### config.mk
export PLATFORM = sky130hd
export DESIGN_NAME = power_transition_scheduler
export DESIGN_NICKNAME = d
export VERILOG_FILES = /design/src/rtl/power_pkg.sv /design/src/rtl/power_rr_picker.sv /design/src/rtl/power_transition_scheduler.sv
export SDC_FILE = /design/constraint.sdc
export NUM_CORES = 1
export LEC_CHECK = 0
export CORE_ASPECT_RATIO = 0.5
export CORE_MARGIN = 2
export CORE_UTILIZATION = 54
export DETAILED_ROUTE_END_ITERATION = 7
export PLACE_DENSITY = 0.78
export SETUP_SLACK_MARGIN = 0.4
export SLEW_MARGIN = 20
export SYNTH_ARGS = -nofsm -noshare
export SYNTH_HDL_FRONTEND = slang
export SYNTH_SLANG_ARGS = --single-unit
### constraint.sdc
create_clock -name clk -period 4.55 [get_ports clk]
set_clock_uncertainty 0.05 [all_clocks]
set_input_delay 0.91 -clock clk [delete_from_list [all_inputs] [get_ports clk]]
set_output_delay 0.91 -clock clk [all_outputs]
set_load 0.05 [all_outputs]
### src/rtl/power_pkg.sv
// Shared types and default parameters for the power transition scheduler.
// Latency: n/a (declarations only).
// Backpressure: n/a.
package power_pkg;

    localparam int DEF_NUM_DOMAINS    = 8;
    localparam int DEF_SETTLE_CYCLES  = 16;
    localparam int DEF_TIMEOUT_CYCLES = 255;

    typedef enum logic [1:0] {
        ST_IDLE   = 2'd0,
        ST_GRANT  = 2'd1,
        ST_SETTLE = 2'd2
    } sched_state_t;

endpackage

### src/rtl/power_rr_picker.sv
// Round-robin picker: first set request bit at or after ptr, wrapping.
// Latency: combinational.
// Backpressure: none; valid simply reflects whether any request bit is set.
// Ports: req (request vector), ptr (search start) -> valid, index.
module power_rr_picker #(
    parameter int N = 8,
    localparam int IW = $clog2(N)
) (
    input  logic [N-1:0]  req,
    input  logic [IW-1:0] ptr,
    output logic          valid,
    output logic [IW-1:0] index
);

    int            pos;
    logic [IW-1:0] sel;

    // Walk offsets from farthest to nearest so the nearest hit is written last
    // and wins; avoids a loop break.
    always_comb begin
        valid = 1'b0;
        index = '0;
        pos   = 0;
        sel   = '0;
        for (int off = N - 1; off >= 0; off--) begin
            pos = (int'(ptr) + off) % N;
            sel = IW'(pos);
            if (req[sel]) begin
                valid = 1'b1;
                index = sel;
            end
        end
    end

endmodule

### src/rtl/power_transition_scheduler.sv
// Serialises power-domain wake/sleep transitions, one grant at a time, with a settle gap.
// Latency: request in IDLE -> registered grant next cycle; SETTLE_CYCLES gap after each grant.
// Backpressure: requests are level and wait while busy; a grant ends on done or timeout.
// Ports: wake_req/sleep_req/done per domain in; grant (one-hot), grant_is_wake, active_id,
//        busy, timeout_err (pulse), timeout_id (held) out.
module power_transition_scheduler
    import power_pkg::*;
#(
    parameter int NUM_DOMAINS    = DEF_NUM_DOMAINS,
    parameter int SETTLE_CYCLES  = DEF_SETTLE_CYCLES,
    parameter int TIMEOUT_CYCLES = DEF_TIMEOUT_CYCLES,
    localparam int IDW = $clog2(NUM_DOMAINS)
) (
    input  logic                   clk,
    input  logic                   rst_n,
    input  logic [NUM_DOMAINS-1:0] wake_req,
    input  logic [NUM_DOMAINS-1:0] sleep_req,
    input  logic [NUM_DOMAINS-1:0] done,
    output logic [NUM_DOMAINS-1:0] grant,
    output logic                   grant_is_wake,
    output logic [IDW-1:0]         active_id,
    output logic                   busy,
    output logic                   timeout_err,
    output logic [IDW-1:0]         timeout_id
);

    // Counters are one value wider than strictly needed so a zero parameter
    // still yields a legal width.
    localparam int TMW = $clog2(TIMEOUT_CYCLES + 2);
    localparam int SCW = $clog2(SETTLE_CYCLES + 2);

    sched_state_t     state;
    logic [IDW-1:0]   rr_ptr;
    logic [TMW-1:0]   timer;
    logic [SCW-1:0]   settle_cnt;

    logic [NUM_DOMAINS-1:0] sleep_only;
    logic                   wake_vld;
    logic                   sleep_vld;
    logic [IDW-1:0]         wake_idx;
    logic [IDW-1:0]         sleep_idx;
    logic [IDW-1:0]         next_ptr;
    logic                   granted_done;
    logic                   timer_expired;
    logic                   settle_last;

    // A domain raising both requests is a wake only.
    assign sleep_only = sleep_req & ~wake_req;

    power_rr_picker #(.N(NUM_DOMAINS)) u_wake_pick (
        .req   (wake_req),
        .ptr   (rr_ptr),
        .valid (wake_vld),
        .index (wake_idx)
    );

    power_rr_picker #(.N(NUM_DOMAINS)) u_sleep_pick (
        .req   (sleep_only),
        .ptr   (rr_ptr),
        .valid (sleep_vld),
        .index (sleep_idx)
    );

    // Only the granted domain's done bit is ever looked at.
    assign granted_done  = done[active_id];
    assign timer_expired = (int'(timer) >= TIMEOUT_CYCLES);
    assign settle_last   = ((int'(settle_cnt) + 1) >= SETTLE_CYCLES);
    assign next_ptr      = (active_id == IDW'(NUM_DOMAINS - 1)) ? '0 : active_id + 1'b1;
    assign busy          = (state != ST_IDLE);

    always_ff @(posedge clk or negedge rst_n) begin
        if (!rst_n) begin
            state         <= ST_IDLE;
            grant         <= '0;
            grant_is_wake <= 1'b0;
            active_id     <= '0;
            timeout_err   <= 1'b0;
            timeout_id    <= '0;
            rr_ptr        <= '0;
            timer         <= '0;
            settle_cnt    <= '0;
        end else begin
            timeout_err <= 1'b0;
            case (state)
                ST_IDLE: begin
                    if (wake_vld) begin
                        grant         <= NUM_DOMAINS'(1) << wake_idx;
                        grant_is_wake <= 1'b1;
                        active_id     <= wake_idx;
                        timer         <= '0;
                        state         <= ST_GRANT;
                    end else if (sleep_vld) begin
                        grant         <= NUM_DOMAINS'(1) << sleep_idx;
                        grant_is_wake <= 1'b0;
                        active_id     <= sleep_idx;
                        timer         <= '0;
                        state         <= ST_GRANT;
                    end
                end
                ST_GRANT: begin
                    // done takes precedence over a timeout landing on the same edge.
                    if (granted_done || timer_expired) begin
                        grant      <= '0;
                        rr_ptr     <= next_ptr;
                        settle_cnt <= '0;
                        state      <= ST_SETTLE;
                        if (!granted_done) begin
                            timeout_err <= 1'b1;
                            timeout_id  <= active_id;
                        end
                    end else begin
                        timer <= timer + 1'b1;
                    end
                end
                ST_SETTLE: begin
                    if (settle_last) begin
                        state <= ST_IDLE;
                    end else begin
                        settle_cnt <= settle_cnt + 1'b1;
                    end
                end
                default: state <= ST_IDLE;
            endcase
        end
    end

endmodule

# Yosys cells after proc, flatten, opt, wreduce, memory -nomap -nowiden
# Cells that the tools add are included.
[totals]
memories = 0
mem_bits_ro = 0
reg_bits = 35
ramBits = 0
latch_bits = 0
inputBits = 26
wordCells = 147
out_inout_bits = 17
[op_classes]
mul = 0
n_bitwise = 3
reduce_logical = 13
div_mod_pow = 0
shift = 2
addsub = 11
n_lt_le_gt_ge = 11
mux = 90
eq_ne = 8
[op_table]
columns = ["op", "count"]
rows = [
  ["3-bit two-way mux", 19],
  ["1-bit binary-select mux with 3-bit select", 17],
  ["1-bit two-way mux", 38],
  ["3-bit by 4-bit < comparator with 1-bit output, second input constant", 9],
  ["9-bit two-way mux", 3],
  ["8-bit two-way mux", 3],
  ["9-bit one-hot mux with 2 select lines", 1],
  ["8-bit one-hot mux with 2 select lines", 1],
  ["1-bit by 3-bit left shift with 8-bit output, first input constant", 2],
  ["3-bit AND reduction", 5],
  ["3-bit adder, second input constant", 4],
  ["5-bit two-way mux", 2],
  ["5-bit one-hot mux with 2 select lines", 1],
  ["9-bit by 1-bit adder with 9-bit output, second input constant", 1],
  ["9-bit by 8-bit greater-or-equal comparator with 1-bit output, second input constant", 1],
  ["8-bit bitwise AND", 1],
  ["2-bit two-way mux", 4],
  ["2-bit != test, second input constant", 4],
  ["8-bit NOT", 1],
  ["2-bit nonzero test", 4],
  ["3-bit by 1-bit adder with 3-bit output, second input constant", 2],
  ["3-bit by 2-bit adder with 3-bit output, second input constant", 2],
  ["5-bit by 1-bit adder with 6-bit output, second input constant", 1],
  ["6-bit by 5-bit greater-or-equal comparator with 1-bit output, second input constant", 1],
  ["10 further kinds", 11],
]

# Logic depth before layout (Yosys ltp)
# Gate-level depths: netlist of run 1.
[depth]
depth_word = 16
depth_mapped = 13

# By module
# From an unflattened synthesis of run 1, not the netlist that was laid out.
[hier_totals]
cells_unflattened = 358
area_unflattened_um2 = 3419.5
[by_module_without_submodules]
columns = ["mod", "cells_per_inst", "n_inst", "area_each_um2"]
rows = [
  ["power_transition_scheduler", 178, 1, 1855.5],
  ["power_rr_picker", 90, 2, 782.0],
]

# Least setup slack after synthesis of run 1
# No wires, ideal clock.
[synth_timing]
path_kind = "reg-to-reg"
from = "reg rr_ptr[1]"
to = "reg grant[2]"
stages_incl_launch_ff = 13
path_slack_ps = 1059
path_buffers = 3
t_arrival_ps = 3320
required_time_ps = 4378
cell_sequence = "dfrtp_1 -> inv_1 -> clkbuf_1 -> ha_1 -> clkbuf_1 -> inv_1 -> clkbuf_1 -> mux4_2 -> a311oi_1 -> o2111ai_1 -> nor3b_1 -> a311o_1 -> a32o_1"
[synth_via]
elab_chain_len = 15
word_cells_on_any_way = 78
[synth_rtl]
columns = ["element", "line", "rtl"]
rows = [
  ["start: declaration", "power_transition_scheduler.sv:33", "logic [IDW-1:0] rr_ptr;"],
  ["start signal: assignment", "power_transition_scheduler.sv:104", "rr_ptr <= next_ptr;"],
  ["3-bit adder", "power_rr_picker.sv:26", "pos = (int'(ptr) + off) % N;"],
  ["1-bit binary-select mux with 3-bit select", "power_rr_picker.sv:28", "if (req[sel]) begin"],
  ["1-bit two-way mux (not written as such)", "power_rr_picker.sv:28", ""],
  ["3-bit two-way mux (8 in series)", "power_rr_picker.sv:28", ""],
  ["1-bit by 3-bit left shift with 8-bit output", "power_transition_scheduler.sv:93", "grant <= NUM_DOMAINS'(1) << sleep_idx;"],
  ["8-bit two-way mux", "power_transition_scheduler.sv:92", "end else if (sleep_vld) begin"],
  ["8-bit two-way mux", "power_transition_scheduler.sv:86", "if (wake_vld) begin"],
  ["8-bit one-hot mux with 2 select lines", "power_transition_scheduler.sv:84", "case (state)"],
  ["end signal: assignment", "power_transition_scheduler.sv:87", "grant <= NUM_DOMAINS'(1) << wake_idx;"],
  ["end signal: assignment", "power_transition_scheduler.sv:93", ""],
  ["end: declaration", "power_transition_scheduler.sv:19", "output logic [NUM_DOMAINS-1:0] grant,"],
]
# Parallel ways exist; a longest one is shown, timed or not. The select of a mux whose other input is x is not followed.
# A chain may end at the register's enable or synchronous reset.

# Worst setup path after layout of run 1
[layout_timing]
from = "in wake_req[3]"
to = "reg grant[0]"
[layout_via]
elab_chain_len = 16
word_cells_on_any_way = 73
[layout_rtl]
columns = ["element", "line", "rtl"]
rows = [
  ["start: declaration", "power_transition_scheduler.sv:16", "input logic [NUM_DOMAINS-1:0] wake_req,"],
  ["8-bit NOT", "power_transition_scheduler.sv:48", "assign sleep_only = sleep_req & ~wake_req;"],
  ["8-bit bitwise AND", "power_transition_scheduler.sv:48", ""],
  ["1-bit binary-select mux with 3-bit select", "power_rr_picker.sv:28", ""],
  ["1-bit two-way mux (not written as such)", "power_rr_picker.sv:28", ""],
  ["3-bit two-way mux (8 in series)", "power_rr_picker.sv:28", ""],
  ["1-bit by 3-bit left shift with 8-bit output", "power_transition_scheduler.sv:93", ""],
  ["8-bit two-way mux", "power_transition_scheduler.sv:92", ""],
  ["8-bit two-way mux", "power_transition_scheduler.sv:86", ""],
  ["8-bit one-hot mux with 2 select lines", "power_transition_scheduler.sv:84", ""],
]
# Parallel ways exist; a longest one is shown, timed or not. The select of a mux whose other input is x is not followed.

==> results of run 1 <==
cells in the final DEF (no fill, tap or decap), drive strengths merged, types with 4 or more instances in the layout:
cell / n
and2: 5
inv: 15
a22oi: 4
nor4: 4
dfrtp: 35
clkbuf: 8
a211oi: 8
mux2i: 19
xor2: 7
nor2: 27
nand2b: 11
clkdlybuf4s50: 42
o21ai: 20
mux4: 25
a21oi: 15
nor3: 4
nor2b: 12
ha: 7
a32o: 8
nand4: 4
nor3b: 4
buf: 9
mux2: 11
nand2: 34
nand3: 4
stage by stage:
step	hold slack, ns	utilization (%)
floorplan	0.420	-
global placement	0.429	64.4
detailed placement	0.435	64.4
CTS	0.441	66.9
global route	0.465	67.0
finish	0.435	67.0
report_power, final:
part | internal, mW | switching (mW)
Combinational | 0.943 | 1.36
Clock | 0.233 | 0.115
Sequential | 0.385 | 0.0870
Total | 1.56 | 1.56
worst reg2reg max path, stage by stage, from the launching register on:
cell,delay (ns)
dfrtp_1,0.37
inv_1,0.39
ha_1,0.40
xor2_1,0.68
mux2i_1,0.24
or3b_2,0.48
nand3_1,0.09
o21ai_0,0.10
a21oi_1,0.35
a311oi_2,0.15
a32o_1,0.31
routing by layer:
layer | vias to the layer above | part of all wire (%) | routed length [um]
met1 | 1560 | 40 | 3710
met3 | 29 | 7.7 | 710
met4 | 0 | 2.7 | 252
li1 | 1456 | - | -
met5 | - | 0 | 0
met2 | 127 | 49 | 4580
how the worst max path moves through the flow:
stage | start | end | slack (ns) | cells past startpoint
after detailed placement | wake_req[3] | timer[8] | 0.38 | 9
after global routing | wake_req[7] | grant[6] | 0.44 | 9
after global placement | wake_req[7] | grant[3] | 0.52 | 9
after floorplan | rr_ptr[1] | grant[2] | 1.06 | 12
after CTS | wake_req[3] | timer[8] | 0.66 | 9
final | wake_req[3] | grant[0] | 0.64 | 9
flip-flops by register name (all words and copies together) (netlist names):
name / cells
timer: 9
grant_is_wake: 1
active_id: 3
grant: 8
settle_cnt: 5
rr_ptr: 3
state: 2
timeout_id: 3
timeout_err: 1
final cells by class:
class                           count  area (um2)  share of cell area [%]
Multi-Input combinational cell    286        2380                    58.5
Sequential cell                    35         876                    21.5
Timing Repair Buffer               51         488                    12.0
Clock buffer                        8         156                    3.84
Tap cell                           88         110                    2.70
Inverter                           16        60.1                    1.47
cells by family after synthesis:
| family | after synthesis |
|---|---|
| fa+ha+maj | 7 |
| xor+xnor | 10 |
| compound gates | 88 |
| mux | 55 |
| simple gates | 126 |
| flops | 35 |
| buf+inv | 37 |
repair_timing:
item,4_1_cts,5_1_grt
hold buffers,0,0
gates resized for setup,0,1
setup endpoints to repair,0,1
==> impl_metrics.toml, run 1 <==
[synthesis]
synth_compound_area_share_pct = 18.6
synth-simple-area-share_pct = 19.3
synth_edf_count = 0
synth_top_family_by_area = "multiplexers"
synth-async-reset-ratio_pct = 100
synthMuxAreaShare_pct = 26.7
ys_top_cells_by_count = "dfrtp_1 (35), nand2_1 (34), nor2_1 (27), mux2i_1 (19), o21ai_0 (19)"
syn_avg_cell_area_um2 = 9.53
synth_area_leaders = "dfrtp_1 (26%), mux4_2 (11%), mux4_1 (6.2%)"
synth_top_area_share_pct = 25.7
yosysWarnings = 0
synth_seq_cells = 35
yosysSeqAreaShare_pct = 25.7
synth.net_count = 391
synthCells = 358
synth_xor_area_share_pct = 2.57
yosys.area.top_type = "dfrtp_1"
yosys.cell_types.count = 63
synth_fa_ha_area_share_pct = 2.57
syn_area_mm2 = 0.00341
synth_ff_type = "dfrtp_1"
synthMostInstantiatedCell = "dfrtp_1"

[pwr]
p_leak_nw = 1.66
ir_drop_mv = 0.445
power.density_mw_per_mm2 = 766
total_power_mw = 3.12

[floorplanning]
die-area_mm2 = 0.00701
start_util_pct = 56.1
io_pins = 43
chipHeight_um = 60.2
die_w_um = 116
placementRows = 20
core-area_mm2 = 0.00608

[sta]
tightest_slew_ns = 0.809
fin_crit_ns = 3.91
hold_viol = 0
finalSetupTns_ns = 0
fin_crit_sh_pct = 85.9
slew_headroom_pct = 45.9
rsz0062_at_grt = "false"
report.final.setup_viol = 0
maxSlewViolCount = 0
finalWorstSetupSlack_ns = 0.642
max_freq_mhz = 256

[clocking]
cts_buffers = 5
tritoncts = "done"
cts.sinks = 35
cts.path.max_buffers = 2
clock_latency_ns = 0.28
cts-root-buf = "clkbuf_16"
cts.clk_slew.worst_paths_ns = 0.05
cts.htree.levels = 2
cts_setup_buffers = 0

[outcome]
status = "complete, no violations"

[worst_setup_path]
endpoint_kind = "flip-flop"
r2r_cells = 10
r2r_slack_ns = 0.84
reg2reg_to = "grant[0]"
critPathMaxStageDelay_ns = 0.76
worst-path-buf-inv = 1
path_cells = "clkdlybuf4s50_1 -> nor2b_1 -> mux4_2 -> mux2_4 -> or4_1 -> a32oi_1 -> nor3b_1 -> a311oi_2 -> a32o_1"
crit_type = "in -> reg"
crit_path_start_kind = "input pin"
critPathSlowestCell = "clkdlybuf4s50_1"
worstReg2RegStart = "rr_ptr[1]"
cp.arrival_ns = 4.07
path_max_fanout = 14
cpLargestDelayFamily = "compound AO/OA/AOI/OAI gates"
worstPathRequired_ns = 4.71

[final_layout]
fin_cells = 484
antenna_cells = 0
area_growth_pct = 19.4
fin_nets = 428
drive_gt1_share_pct = 13.6
fillerInstances = 488
stdcell_area_mm2 = 0.00408

[routing]
drt_wl_total_mm = 9.26
routedWlPerCell_um = 19.1
via_per_inst = 6.55
vias = 3172
first_pass_iters = 5
drc = 0
drtAntennaViolNets = 0
drtIter0Drc = 298

[grt]
met3_usage_pct = 6.29
track_usage_pct = 29.1
grt_max_degree = 39
grt_pass1_vias = 3251
globalRouteMet2Util_pct = 50.5
antenna_found_initial = 0
grt_pass1_wl_mm = 15.4
met1_usage_pct = 35.3
grt.overflow.total = 0
busiest_layer = "met2"

[placement]
port_buffers = 42
gp_congestion = 0.968
place_ws_ns = 0.381
dp_cells = 476
post_dp_cell_area_mm2 = 0.00391
dpl.hpwl_mm = 6.94

[hold_path]
whs_path_depth = 1
min-delay-start = "grant[4]"
hp-class = "reg -> reg"
hold_end = "grant[4]"

[run]
drv_cap = 0
Power figures use the tool's default switching activity.
==> run 2: changes to the inputs <==
- clock period: 4.55 -> 4.4 ns (I/O delays scaled with it)
==> run 2 against run 1 <==
  * Power up 5.9%
  * Register-to-register slack about the same
  * Routed wire length up 2.1%
  * Final cell count up 1.0%
  * Utilization rose by 0.62 points
  * Clock-buffer cell count stayed put
  * Final area increased by 0.92%
  * Largest power group unchanged
  * First-iteration DRC count increased by 8.4%
  * Die area stayed put
  * Sequential power is 5.3% higher
==> impl_metrics.toml, run 2 (same netlist as run 1, synthesis figures left out) <==
[outcome]
status = "complete, no violations"

[floorplanning]
die_w_um = 116
chipHeight_um = 60.2
start_util_pct = 56.1
core-area_mm2 = 0.00608
placementRows = 20
die-area_mm2 = 0.00701
io_pins = 43

[routing]
drc = 0
via_per_inst = 6.50
routedWlPerCell_um = 19.3
drtIter0Drc = 323
first_pass_iters = 5
drtAntennaViolNets = 0
vias = 3177
drt_wl_total_mm = 9.45

[clocking]
cts.path.max_buffers = 2
tritoncts = "done"
cts_buffers = 5
cts.sinks = 35
cts.clk_slew.worst_paths_ns = 0.05
ctsHoldBuffers = 0
cts-root-buf = "clkbuf_16"
cts.htree.levels = 2
clock_latency_ns = 0.28

[placement]
gp_congestion = 1.03
port_buffers = 42
dpl.hpwl_mm = 7.09

[sta]
max_freq_mhz = 260
fin_crit_sh_pct = 87.3
maxSlewViolCount = 0
hold_viol = 0
report.final.setup_viol = 0
tightest_slew_ns = 0.648
rsz0062_at_grt = "false"
finalSetupTns_ns = 0
slew_headroom_pct = 56.2
fin_crit_ns = 3.84

[grt]
track_usage_pct = 28.8
antenna_found_initial = 0
grt.overflow.total = 0
grt_pass1_vias = 3077
grt_max_degree = 39
grt_pass1_wl_mm = 15.4

[worst_setup_path]
worstPathRequired_ns = 4.51
crit_path_start_kind = "input pin"
path_cells = "clkdlybuf4s50_1 -> nor2b_1 -> mux4_2 -> mux2_4 -> or4_1 -> a32oi_1 -> nor3b_1 -> a311o_1 -> a32o_1"
crit_type = "in -> reg"
endpoint_kind = "flip-flop"
critPathMaxStageDelay_ns = 0.73
cp.arrival_ns = 3.96
path_max_fanout = 12
critPathSlowestCell = "clkdlybuf4s50_1"

[pwr]
ir_drop_mv = 0.358
p_leak_nw = 1.68
power.density_mw_per_mm2 = 804
total_power_mw = 3.31

[final_layout]
fin_nets = 433
antenna_cells = 0
top_regs = "timer x9, grant x8, settle_cnt x5"
area_growth_pct = 20.5
final_common_cell = "clkdlybuf4s50_1"
largest-register = "timer"
largest_register_ffs = 9
final_cell_mix = "clkdlybuf4s50_1 (42), dfrtp_1 (35), nand2_1 (34), nor2_1 (27)"
drive_gt1_share_pct = 14.7

[hold_path]
hp-class = "reg -> reg"

[run]
drv_cap = 0
[run 2: repair_timing]
action,CTS,global route
setup buffers,0,0
setup endpoints to repair,0,5
gates resized for setup,0,1
[run 2: final cells by class]
type,count,area (um2)
Clock buffer,8,156
Fill cell,486,1970
Inverter,16,60.1
Multi-Input combinational cell,286,2380
Sequential cell,35,876
Tap cell,88,110
Timing Repair Buffer,56,526
[run 2: path summary, 6_finish.rpt]
path	start	end	slack (ns)	depth (start not counted)
min reg2reg	grant[6]	grant[6]	0.44	1
max in group asynchronous	rst_n	settle_cnt[0]	3.03	2
max	wake_req[2]	grant[2]	0.56	9
max reg2reg	rr_ptr[0]	grant[0]	0.83	10
min	grant[6]	grant[6]	0.44	1
min in group asynchronous	rst_n	timeout_id[1]	0.96	2
[run 2: per-layer routing]
| metal | vias to the layer above | global-route usage [%] | part of all wire, % |
|---|---|---|---|
| met4 | 0 | 9.86 | 2.0 |
| met3 | 16 | 5.17 | 7.4 |
| met1 | 1577 | 36.7 | 41 |
| met5 | - | 0 | 0 |
| li1 | 1456 | - | - |
| met2 | 128 | 50.7 | 49 |
[run 2: report_power, final]
group          internal [mW]  switching (mW)  leakage [nW]
registers              0.398          0.0993         0.464
logic                   1.02            1.42          1.14
clock network          0.241           0.123        0.0772
[run 2: stage by stage]
| stage | hold WS (ns) | std cells | util [%] | setup slack, ns | area [um2] |
|---|---|---|---|---|---|
| floorplan | 0.420 | 358 | - | 0.909 | 3410 |
| global placement | 0.427 | 481 | 65.0 | 0.410 | 3950 |
| detailed placement | 0.430 | 481 | 65.0 | 0.307 | 3950 |
| CTS | 0.442 | 489 | 67.6 | 0.577 | 4110 |
| global route | 0.453 | 489 | 67.6 | 0.427 | 4110 |
| finish | 0.436 | 489 | 67.6 | 0.557 | 4110 |
[run 2: worst max-delay path: cells and delay by family]
kind / cells / cell delay (ns)
AOI/OAI and AO/OA: 3 / 0.86
buffers and inverters: 1 / 0.73
muxes: 2 / 0.80
and+or+nand+nor: 3 / 0.70
==> run 3: changes to the inputs <==
- SLEW_MARGIN: 20 -> 5
==> results of run 3 <==
Final layout, timing and power as in run 2 (identical DEF).
